File: src/rtl/opencl_stream_adapter_pkg.sv
// Shared widths, adapter FSM encoding and a constant log2 helper for the bot pipeline.
// Pure declarations: no logic, no latency, no flow control.
package pipelineGlobals;

  localparam int BOT_WIDTH_DEF   = 128;
  localparam int SUM_WIDTH_DEF   = 38;
  localparam int COUNT_WIDTH_DEF = 3;

  typedef enum logic [1:0] {
    RUN   = 2'd0,
    DRAIN = 2'd1,
    LOAD  = 2'd2
  } state_t;

  function automatic int clog2(input int n);
    int r;
    r = 0;
    while ((1 << r) < n) r++;
    return r;
  endfunction

endpackage

File: src/rtl/opencl_stream_adapter_result_fifo_showahead.sv
// Show-ahead result FIFO: head visible on rd_dat the cycle after its write, zero when empty.
// Write when full is dropped and flagged unless a read frees the slot in the same cycle.
module result_fifo_showahead
  import pipelineGlobals::*;
#(
  parameter int WIDTH = 64,
  parameter int DEPTH = 32
)(
  input  logic             clk,
  input  logic             rst,
  input  logic             wr_vld,
  input  logic [WIDTH-1:0] wr_dat,
  input  logic             rd_rdy,
  output logic             rd_vld,
  output logic [WIDTH-1:0] rd_dat,
  output logic             overflow
);

  localparam int AW = clog2(DEPTH);

  if ((DEPTH < 2) || ((1 << AW) != DEPTH)) begin : g_bad_depth
    $error("result_fifo_showahead: DEPTH must be a power of two >= 2");
  end

  logic [WIDTH-1:0] mem [DEPTH];
  logic [AW:0]      wr_ptr, rd_ptr;
  logic             empty, full, rd_fire, wr_fire;

  // Extra pointer MSB separates full from empty when the index bits match.
  assign empty    = (wr_ptr == rd_ptr);
  assign full     = (wr_ptr[AW] != rd_ptr[AW]) && (wr_ptr[AW-1:0] == rd_ptr[AW-1:0]);
  assign rd_fire  = rd_rdy && !empty;
  assign wr_fire  = wr_vld && (!full || rd_fire);
  assign overflow = wr_vld && full && !rd_fire;
  assign rd_vld   = !empty;
  assign rd_dat   = empty ? '0 : mem[rd_ptr[AW-1:0]];

  always_ff @(posedge clk) begin
    if (rst) begin
      wr_ptr <= '0;
      rd_ptr <= '0;
    end else begin
      if (wr_fire) wr_ptr <= wr_ptr + 1'b1;
      if (rd_fire) rd_ptr <= rd_ptr + 1'b1;
    end
  end

  always_ff @(posedge clk) begin
    if (wr_fire) mem[wr_ptr[AW-1:0]] <= wr_dat;
  end

endmodule

File: src/rtl/opencl_stream_adapter.sv
// Credit-throttled adapter between the OpenCL stream and the non-stalling bot core; optional OPENCL_ADAPTER_STATS_EN adds stallCycles.
// Bots reach the core one cycle after acceptance; oready drops at FIFO_DEPTH outstanding or while a top drains/loads.
module opencl_stream_adapter
  import pipelineGlobals::*;
#(
  parameter int BOT_WIDTH   = BOT_WIDTH_DEF,
  parameter int SUM_WIDTH   = SUM_WIDTH_DEF,
  parameter int COUNT_WIDTH = COUNT_WIDTH_DEF,
  parameter int COUNT_LSB   = 48,
  parameter int OUT_WIDTH   = 64,
  parameter int FIFO_DEPTH  = 32
)(
  input  logic                   clk,
  input  logic                   rst,
  input  logic                   ivalid,
  output logic                   oready,
  input  logic                   startNewTop,
  input  logic [BOT_WIDTH-1:0]   botIn,
  output logic                   coreBotValid,
  output logic                   coreTopLoad,
  output logic [BOT_WIDTH-1:0]   coreData,
  input  logic                   coreResultValid,
  input  logic [SUM_WIDTH-1:0]   coreSummedData,
  input  logic [COUNT_WIDTH-1:0] coreCount,
  output logic                   ovalid,
  input  logic                   iready,
  output logic [OUT_WIDTH-1:0]   resultOut,
`ifdef OPENCL_ADAPTER_STATS_EN
  output logic                   overflowErr,
  output logic [31:0]            stallCycles
`else
  output logic                   overflowErr
`endif
);

  localparam int CNT_W = clog2(FIFO_DEPTH) + 1;

  if ((COUNT_LSB < SUM_WIDTH) || (COUNT_LSB + COUNT_WIDTH > OUT_WIDTH)) begin : g_bad_pack
    $error("opencl_stream_adapter: count field overlaps sum or exceeds OUT_WIDTH");
  end

  state_t               state_q, state_d;
  logic [CNT_W-1:0]     outstanding_q;
  logic                 bot_acc_vld, top_acc_vld, out_hs_vld, fifo_ovf;
  logic [OUT_WIDTH-1:0] result_dat;

  assign oready      = (state_q == RUN) && (outstanding_q < CNT_W'(FIFO_DEPTH));
  assign bot_acc_vld = ivalid && oready && !startNewTop;
  assign top_acc_vld = ivalid && oready && startNewTop;
  assign out_hs_vld  = ovalid && iready;

  always_comb begin
    result_dat                          = '0;
    result_dat[SUM_WIDTH-1:0]           = coreSummedData;
    result_dat[COUNT_LSB +: COUNT_WIDTH] = coreCount;
  end

  result_fifo_showahead #(
    .WIDTH (OUT_WIDTH),
    .DEPTH (FIFO_DEPTH)
  ) u_result_fifo (
    .clk      (clk),
    .rst      (rst),
    .wr_vld   (coreResultValid),
    .wr_dat   (result_dat),
    .rd_rdy   (iready),
    .rd_vld   (ovalid),
    .rd_dat   (resultOut),
    .overflow (fifo_ovf)
  );

  always_comb begin
    state_d     = state_q;
    coreTopLoad = 1'b0;
    case (state_q)
      RUN: begin
        if (top_acc_vld) state_d = (outstanding_q == '0) ? LOAD : DRAIN;
      end
      DRAIN: begin
        if (outstanding_q == '0) state_d = LOAD;
      end
      LOAD: begin
        coreTopLoad = 1'b1;
        state_d     = RUN;
      end
      default: state_d = RUN;
    endcase
  end

  // coreData doubles as the pending-top holder: no bot can be accepted between capture and LOAD.
  always_ff @(posedge clk) begin
    if (rst) begin
      state_q       <= RUN;
      outstanding_q <= '0;
      coreBotValid  <= 1'b0;
      coreData      <= '0;
      overflowErr   <= 1'b0;
    end else begin
      state_q      <= state_d;
      coreBotValid <= bot_acc_vld;
      if (bot_acc_vld || top_acc_vld) coreData <= botIn;
      if (bot_acc_vld && !out_hs_vld)
        outstanding_q <= outstanding_q + CNT_W'(1);
      else if (!bot_acc_vld && out_hs_vld && (outstanding_q != '0))
        outstanding_q <= outstanding_q - CNT_W'(1);
      if (fifo_ovf) overflowErr <= 1'b1;
    end
  end

`ifdef OPENCL_ADAPTER_STATS_EN
  always_ff @(posedge clk) begin
    if (rst)
      stallCycles <= '0;
    else if (ovalid && !iready && (stallCycles != '1))
      stallCycles <= stallCycles + 32'd1;
  end
`endif

endmodule

File: config.mk
export PLATFORM = sky130hd
export DESIGN_NAME = opencl_stream_adapter
export DESIGN_NICKNAME = d
export VERILOG_FILES = /design/src/rtl/opencl_stream_adapter_pkg.sv /design/src/rtl/opencl_stream_adapter_result_fifo_showahead.sv /design/src/rtl/opencl_stream_adapter.sv
export SDC_FILE = /design/constraint.sdc
export NUM_CORES = 1
export LEC_CHECK = 0
export CORE_MARGIN = 2
export CORE_UTILIZATION = 25
export DETAILED_ROUTE_END_ITERATION = 16
export GPL_TIMING_DRIVEN = 0
export PLACE_DENSITY = 0.5
export SLEW_MARGIN = 20
export SYNTH_ARGS = -nofsm -noshare
export SYNTH_HDL_FRONTEND = slang
export SYNTH_SLANG_ARGS = --single-unit
File: constraint.sdc
create_clock -name clk -period 8.5 [get_ports clk]
set_input_delay 1.275 -clock clk [delete_from_list [all_inputs] [get_ports clk]]
set_output_delay 1.275 -clock clk [all_outputs]
set_load 0.1 [all_outputs]
==> results of run 1 <==
==> cell families (layout without fill, tap and decap cells) <==
logic type | count (synthesis) | count (layout) | synth area share
AOI/OAI and AO/OA | 321 | 321 | 0.0351
muxes | 416 | 416 | 0.150
buffers and inverters | 197 | 901 | 0.0167
xor gates and xnor gates | 19 | 19 | 0.00299
DFF | 1467 | 1467 | 0.763
and+or+nand+nor | 403 | 403 | 0.0295
other | 1 | 36 | 0.0000674
adders and majority gates | 10 | 10 | 0.00238
==> where the power goes <==
part           total, W  switching (W)  internal, W
clock           0.00687        0.00296      0.00391
combinational   0.00422        0.00292      0.00130
sequential      0.00813       0.000106      0.00803
total            0.0192        0.00599       0.0132
==> cell usage in the layout (no fill, tap or decap), types with 5 or more instances in the layout <==
| cell type | Yosys | routed |
|---|---|---|
| sky130_fd_sc_hd__dfxtp_1 | 155 | 155 |
| sky130_fd_sc_hd__clkinv_1 | 0 | 23 |
| sky130_fd_sc_hd__mux2i_1 | 43 | 43 |
| sky130_fd_sc_hd__ha_1 | 9 | 9 |
| sky130_fd_sc_hd__clkbuf_8 | 0 | 6 |
| sky130_fd_sc_hd__edfxtp_1 | 1312 | 1312 |
| sky130_fd_sc_hd__o22ai_1 | 82 | 82 |
| sky130_fd_sc_hd__clkbuf_1 | 96 | 136 |
| sky130_fd_sc_hd__xor2_1 | 12 | 12 |
| sky130_fd_sc_hd__buf_2 | 43 | 82 |
| sky130_fd_sc_hd__or2_2 | 5 | 5 |
| sky130_fd_sc_hd__mux2_2 | 41 | 41 |
| sky130_fd_sc_hd__nand2b_1 | 5 | 5 |
| sky130_fd_sc_hd__clkinv_2 | 0 | 21 |
| sky130_fd_sc_hd__buf_12 | 0 | 50 |
| sky130_fd_sc_hd__buf_1 | 19 | 18 |
| sky130_fd_sc_hd__bufinv_16 | 0 | 11 |
| sky130_fd_sc_hd__nor2b_1 | 6 | 6 |
| sky130_fd_sc_hd__clkinv_16 | 0 | 12 |
| sky130_fd_sc_hd__a21oi_1 | 177 | 177 |
| sky130_fd_sc_hd__conb_1 | 1 | 23 |
| sky130_fd_sc_hd__nor3_1 | 6 | 6 |
| sky130_fd_sc_hd__buf_16 | 0 | 21 |
| sky130_fd_sc_hd__clkbuf_16 | 0 | 160 |
| sky130_fd_sc_hd__o32ai_1 | 41 | 41 |
| sky130_fd_sc_hd__buf_4 | 34 | 34 |
| sky130_fd_sc_hd__nand2_1 | 266 | 266 |
| sky130_fd_sc_hd__mux4_2 | 328 | 328 |
| sky130_fd_sc_hd__nor2_4 | 0 | 31 |
| sky130_fd_sc_hd__clkdlybuf4s50_1 | 0 | 308 |
| sky130_fd_sc_hd__xnor2_1 | 7 | 7 |
| sky130_fd_sc_hd__nor2_1 | 92 | 61 |
| sky130_fd_sc_hd__diode_2 | 0 | 13 |
==> registers in the layout, summed over array words and instances (netlist names), named ones only <==
name	cells
coreBotValid	1
coreData	128
outstanding_q	6
overflowErr	1
state_q	2
u_result_fifo.mem	1312
u_result_fifo.rd_ptr	6
u_result_fifo.wr_ptr	6
==> how the worst max path moves through the flow <==
stage,cells after the start,to,from
5_1_grt,6,resultOut[49],flip-flop
3_5_place_dp,6,resultOut[49],flip-flop
4_1_cts,6,resultOut[49],flip-flop
2_1_floorplan,8,resultOut[0],u_result_fifo.wr_ptr[4]
3_3_place_gp,5,u_result_fifo.mem[14][6],iready
6_report,6,resultOut[49],flip-flop
==> metrics by stage <==
stage | instances | hold slack, ps | cell area (um^2) | total power [W] | util
finish | 6548 | 450 | 69800 | 0.0192 | 0.315
global route | 6539 | 466 | 69800 | 0.0200 | 0.315
CTS | 6535 | 452 | 70000 | 0.0195 | 0.315
detailed placement | 6250 | 447 | 64800 | 0.0126 | 0.292
global placement | 6178 | 443 | 62900 | 0.0126 | 0.284
floorplan | 2856 | 476 | 55700 | 0.0113 | -
==> worst max-delay path: cells and delay by family, from the launching register on <==
| family | cells | cell delay (ps) |
|---|---|---|
| buffers and inverters | 3 | 2500 |
| flip-flops | 1 | 520 |
| AO/OA/AOI/OAI | 2 | 1110 |
| AND/OR/NAND/NOR | 1 | 730 |
==> layer usage <==
layer  global-route usage  part of all wire  up-vias  wire length [um]
met3               0.0410             0.072      224             11400
met5                    0           0.00085        -               136
met4               0.0390             0.025       22              4020
li1                     -                 -    12670                 -
met2                0.231              0.49      893             77600
met1                0.176              0.42    15477             66200
==> cell type report <==
cell class / count / area [um^2] / area share
sequential: 1467 / 42500 / 0.609
multi-input combinational: 1192 / 12600 / 0.180
timing repair buffer: 419 / 4870 / 0.0698
clock buffer: 209 / 4250 / 0.0608
tap: 2975 / 3720 / 0.0533
clock inverter: 76 / 971 / 0.0139
buffer: 193 / 918 / 0.0132
antenna: 13 / 32.5 / 0.000466
inverter: 4 / 17.5 / 0.000251
==> results by stage, run 1 <==
Run status:
- The run finished with clean final reports.

Logic synthesis:
- The synthesized area divided by synthesized cell count is 19.6 um^2.
- Of all flip-flops after synthesis, the portion carrying an async set or reset was 0.
- The post-synthesis instance area is 0.0557 mm^2.
- Among all cell types in the netlist, the one instantiated most often is sky130_fd_sc_hd__edfxtp_1.
- The sequential-to-total area share from yosys stat is 0.763.
- During synthesis, Yosys emitted a total of 0 warnings.
- The number of distinct standard cells referenced by the synthesized netlist is 55.
- Counting flops and latches in the post-synthesis netlist gives 1467.
- The count of mapped cells out of synthesis is ~2800.
- Ranked by total cell area, the synthesized netlist is headed by sky130_fd_sc_hd__edfxtp_1, sky130_fd_sc_hd__mux4_2, sky130_fd_sc_hd__dfxtp_1.
- The share of the synthesized area in the top cell type is 0.708.
- Counting instances in the post-synthesis netlist gives the leading cell types as sky130_fd_sc_hd__edfxtp_1, sky130_fd_sc_hd__mux4_2, sky130_fd_sc_hd__nand2_1, sky130_fd_sc_hd__a21oi_1, sky130_fd_sc_hd__dfxtp_1.
- Counting flops with a built-in enable in the synthesized netlist gives roughly 1300.
- The primary flip-flop cell chosen by synthesis mapping is sky130_fd_sc_hd__edfxtp_1.
- sky130_fd_sc_hd__edfxtp_1 takes more of the synthesized area than any other cell.

Clock tree:
- The root buffer selected by CTS is sky130_fd_sc_hd__clkbuf_16.
- In this run the post-CTS setup repair buffer count came out at 0.
- Gates resized during post-CTS repair numbered 0.
- In this run the deepest clock path goes through 3 buffers.
- Clock-pin slew was measured on the worst setup and hold paths at about 50 ps.
- The clock reaches the later pin of the worst-skew pair after a little over 800 ps.
- The CTS tree is built.
- The number of hold-repair buffers added at the cts stage is 0.
- The total clock buffers created by CTS is approximately 160.
- The H-tree was split into 4 levels.
- The tree built by TritonCTS fans out to 1467 sinks.

Die:
- The die footprint is 0.226 mm^2.
- The floorplan core area is roughly 0.22 mm^2.
- In this run the vertical extent of the chip is about 480 um.
- The row count is 173.
- around 370 I/O pins were placed.
- The die boundary width is approximately 480 um.
- The initial utilization of the core area, before any placement, comes to 0.251.

Min path:
- The path with the worst hold slack has its endpoint at coreData[25].
- Along the worst hold path, the cell count comes to 2.
- The start point of the worst hold path is coreData[25].
- The kind of path behind the tightest hold check is flip-flop to flip-flop.

Worst setup path:
- The type of element launching the critical path is a flip-flop.
- The category of the worst setup path capture point is an output pin.
- The critical path class is flip-flop to output pin.
- The library cell contributing the largest single delay on the critical path is sky130_fd_sc_hd__clkdlybuf4s50_1.
- The critical path goes through clkbuf_2 > nand2_1 > clkbuf_1 > o22ai_1 > o32ai_1 > clkdlybuf4s50_1.
- The critical path data arrival time is 5660 ps.
- The worst register-to-register path has a depth of 8.
- In this run the register-to-register setup slack is just over 5000 ps.
- The largest single stage delay on the critical path is about 1300 ps.
- The worst path required time is ~7200 ps.
- The endpoint of the lowest-slack register-to-register path is u_result_fifo.mem[9][36].
- The worst register-to-register path begins at u_result_fifo.wr_ptr[4].
- Of all nets on the critical path, the largest fanout is 10.

Placement:
- The HPWL after detailed placement is about 110 mm.
- The weighted congestion reported at the end of routability-driven placement is ~0.84.
- Buffers placed on the I/O ports in this run total around 350.
- The setup slack at placement is approximately 2300 ps.

Finish:
- The area growth from synthesis to final layout is 25.5%.
- In the final layout, the share of cells above drive strength 1 is 0.233.
- The final layout contains approximately 3600 nets.
- The layout has 21463 filler cells.

Route:
- The final antenna-violating net count is 0.
- Using the TritonRoute via totals, the vias-per-cell ratio works out to roughly 4.5.
- The post-route DRC violation count is 0.
- The total wire length is around 160 mm.
- The first routing iteration left around 2400 violations.
- The count of TritonRoute iterations in the first routing pass is 5.
- Summing over every cut layer, the via total after detailed routing is between 20000 and 30000.
- The routed wire length per instance is 24.3 um.

Timing:
- The final setup violation count is 0.
- The part of the cycle the worst path needs is 0.816.
- The aggregate negative setup slack is 0 ps.
- For the pin with the worst max-slew slack, the measured transition is between 1000 and 1500 ps.
- For the final database, setup skew stands at 67.6 ps.
- The hold violation count in the final report was 0.
- Based on the critical path, the design can be clocked at up to between 100 and 150 MHz.
- Setup slack closes at between 1500 and 2000 ps.
- Setup repair after global routing left no endpoint under its margin.
- The number of max-slew violations in the final report is 0.
- The final critical delay including setup and external delays is between 6000 and 7000 ps.
- In this run the tightest slew margin relative to its limit is 0.243.

Flow run:
- The number of max-cap violations is 0.

Power and ir drop:
- The total power divided by cell area is 275 mW/mm^2.
- The static leakage power is between 20 and 25 nW.
- The largest voltage drop on the vdd net is around 220 uV.

Global routing:
- The global-route wire length before repair is 226 mm.
- The largest net degree at the start of global routing is 33.
- The residual overflow from global routing is 0.
- The initial antenna violation count is 26.
- The total routing resource utilization after global routing is 0.139.
- The number of global-route vias before repair was between 30000 and 40000.
(Power assumes the default switching activity.)
==> inputs of run 2 (changes only) <==
--- a/config.mk
+++ b/config.mk
@@ -9,7 +9,7 @@
 export CORE_UTILIZATION = 25
 export DETAILED_ROUTE_END_ITERATION = 16
 export GPL_TIMING_DRIVEN = 0
-export PLACE_DENSITY = 0.5
+export PLACE_DENSITY = 0.52
 export SLEW_MARGIN = 20
 export SYNTH_ARGS = -nofsm -noshare
 export SYNTH_HDL_FRONTEND = slang
==> constraint.sdc (replaced) <==
create_clock -name clk -period 5.8 [get_ports clk]
set_input_delay 0.87 -clock clk [delete_from_list [all_inputs] [get_ports clk]]
set_output_delay 0.87 -clock clk [all_outputs]
set_load 0.1 [all_outputs]
==> run 2 against run 1 <==
Final cell count down 0.37%. Via count up 0.22%. Register-to-register slack worse by 2900 ps. Sequential share of layout area up 0.11 points. First-iteration DRC count down 3.6%. Clock power up 47%. Hold slack better by 0.93 ps. Critical path depth unchanged. Sequential power up 46%. Global-route usage down 0.26 points. Utilization down 0.058 points. Non-clock buffer count down 9.
==> results by stage, run 2 (synthesis gave the netlist of run 1 again) <==
Run status:
- The flow ran to the end, and the final reports show no timing, DRC or antenna violations.

Worst setup path:
- The critical path data arrival time is 4750 ps.
- The category of the worst setup path capture point is an output pin.
- STA classifies the critical path startpoint as a flip-flop.
- The cell family with the largest share of critical-path delay is buffers and inverters.
- For flop-to-flop paths, the worst setup slack is around 2200 ps.
- The largest single stage delay on the critical path is approximately 800 ps.
- The number of buffers and inverters on the critical path is 3.
- The reg-to-reg critical path startpoint is u_result_fifo.wr_ptr[4].
- The critical path runs through a total of 6 cells.
- The endpoint of the lowest-slack register-to-register path is u_result_fifo.mem[8][0].
- In this run the worst path has a maximum fanout of 10.
- The critical path class is flip-flop to output pin.
- The path depth of the worst reg2reg path is 8.
- STA puts the critical path data required time at between 4000 and 5000 ps.
- The signal on the critical path passes through clkbuf_2 > clkbuf_1 > mux4_2 > o22ai_1 > o32ai_1 > clkdlybuf4s15_2.
- On the critical path, the stage with the largest delay is an instance of sky130_fd_sc_hd__o32ai_1.

Route:
- Before antenna repair, the detailed router went through 5 iterations.
- In the final routed layout, each cell accounts on average for around 24 um.
- The post-detailed-route via-to-cell ratio is about 4.5.
- The total wire length is between 150 and 200 mm.
- Once detail routing completed, the nets flagged for antenna violations numbered 0.
- In the routed design, unresolved DRC markers number 0.
- The number of DRC markers in iteration 0 is 2279.
- For this block, the via count after detailed routing is roughly 29000.

Global routing:
- The number of global-route vias before repair came to 30421.
- The initial antenna violation count is 20.
- The total routing resource utilization after global routing is 0.137.
- The first global-routing pass estimated 222 mm of wire.
- The largest net degree at the start of global routing is 33.
- After global routing the overflow that remains totals 0.

Finish:
- The library cells used most frequently in the layout, excluding fill and tap cells, are sky130_fd_sc_hd__edfxtp_1, sky130_fd_sc_hd__mux4_2, sky130_fd_sc_hd__clkdlybuf4s50_1.
- The number of nets in the final layout is ~3600.
- The share of post-route cells with drive strength above 1 is 0.237.
- The most frequent standard cell in the layout excluding fill and tap cells is sky130_fd_sc_hd__edfxtp_1.
- The area growth from synthesis to layout is 25.2%.
- Fill cells in the final layout number about 22000.
- The register with the most flip-flops in the layout has around 1300 of them.

Clock tree:
- The clock slew seen by the registers of the worst setup and hold paths is ~60 ps.
- The CTS tree is built.
- The clock latency on the worst-skew pair is about 800 ps.
- The maximum level of the CTS H-tree is 4.
- The number of buffers on the longest clock path is 3.
- The root buffer selected by CTS is sky130_fd_sc_hd__clkbuf_16.
- The tree built by TritonCTS fans out to 1467 sinks.
- The total clock buffers created by CTS is roughly 160.

Die:
- Measured along the y axis, the die boundary spans between 400 and 500 um.
- The die boundary width is ~480 um.
- The floorplan core area is around 0.22 mm^2.
- The number of primary I/O pins is between 300 and 400.
- The die covers 0.226 mm^2.
- The initial standard-cell utilization of the core is 0.251.
- In this run the core area contains between 150 and 200 standard-cell rows.

Placement:
- Before CTS, the worst setup slack after placement is -46.9 ps.
- After legalization and detailed placement, the total HPWL measured ~110 mm.
- At the end of routability-driven placement, the weighted congestion stood at between 0.8 and 0.9.
- During placement, the flow inserted port buffers numbering ~350.

Timing:
- Between clock sinks in the finished design, the worst skew comes to 56.6 ps.
- Dividing the final minimum period by the clock period gives 0.969.
- For this run, the top clock speed supported by timing is approximately 180 MHz.
- The relative slew slack is 0.251.
- The number of max-slew violations in the final report is 0.
- The hold violation count in the final report is 0.
- Summed over all failing endpoints, the final setup total negative slack is 0 ps.
- Setup violations remaining at the end of the flow were counted as 0.
- The slew of the pin with the lowest slew margin is 1120 ps.
- Once routing completed, OpenROAD measured the worst setup slack at 179 ps.
- The clock period could shrink to roughly 5600 ps.

Min path:
- The kind of path behind the tightest hold check is flip-flop to flip-flop.
- Along the worst hold path, the cell count comes to 2.
- The end point of the most critical hold path is coreData[8].
- The start point of the worst hold path is coreData[8].

Flow run:
- The tool flagged a number of max-cap violations equal to 0.

Power and ir drop:
- Overall power consumption after layout is estimated at around 0.028 W.
- The total power divided by cell area is slightly above 400 mW/mm^2.
- The largest voltage drop on the vdd net is 293 uV.
- Summed over all cells, the static leakage comes to between 20 and 25 nW.
-- run 2: area by class of cell --
class / instances / area, um^2 / area share
flip-flops and latches: 1467 / 42500 / 0.610
multi-input cells: 1192 / 12600 / 0.181
repair buffers: 411 / 4730 / 0.0678
clock buffers: 200 / 4150 / 0.0595
well taps: 2975 / 3720 / 0.0534
clock inverters: 81 / 1050 / 0.0150
plain buffers: 192 / 926 / 0.0133
inverters: 4 / 17.5 / 0.000251
diodes: 2 / 5.00 / 0.0000718
-- run 2: worst max path at each step --
stage | endpoint | start | slack, ps
2_1_floorplan | resultOut[0] | u_result_fifo.wr_ptr[4] | 670
3_3_place_gp | u_result_fifo.mem[14][15] | iready | -1800
3_5_place_dp | resultOut[49] | flip-flop | -50
4_1_cts | resultOut[27] | flip-flop | 3
5_1_grt | resultOut[3] | flip-flop | -10
6_report | resultOut[35] | flip-flop | 180
-- run 2: worst min-delay path, stage by stage, from the launching register on --
cell and delay, ps:
sky130_fd_sc_hd__dfxtp_1 300, sky130_fd_sc_hd__nand2_1 50, sky130_fd_sc_hd__a21oi_1 50
-- run 2: layer usage --
metal | vias up | GRT usage | wire length [um] | part of all wire
met2 | 921 | 0.223 | 74600 | 0.48
met1 | 15559 | 0.181 | 67600 | 0.43
met4 | 10 | 0.0403 | 4130 | 0.026
li1 | 12648 | - | - | -
met3 | 213 | 0.0317 | 10300 | 0.066
met5 | - | 0 | 69 | 0.00044
-- run 2: power breakdown --
part           switching [W]  internal (W)
Sequential          0.000155        0.0118
Combinational        0.00429       0.00187
Clock                0.00427       0.00583
-- run 2: stage by stage --
step,std cells,hold WS (ps),area (um^2),util
floorplan,2856,476,55700,-
global placement,6178,442,62900,0.284
detailed placement,6242,447,64600,0.291
CTS,6522,453,69800,0.315
global route,6522,470,69700,0.314
finish,6524,451,69700,0.314
-- run 2: what timing repair did --
item / 4_1_cts / 5_1_grt
setup endpoints to repair: 37 / 2
setup buffers: 0 / 0
hold endpoints to repair: 0 / 0
hold buffers: 0 / 0
gates resized for setup: 81 / 4
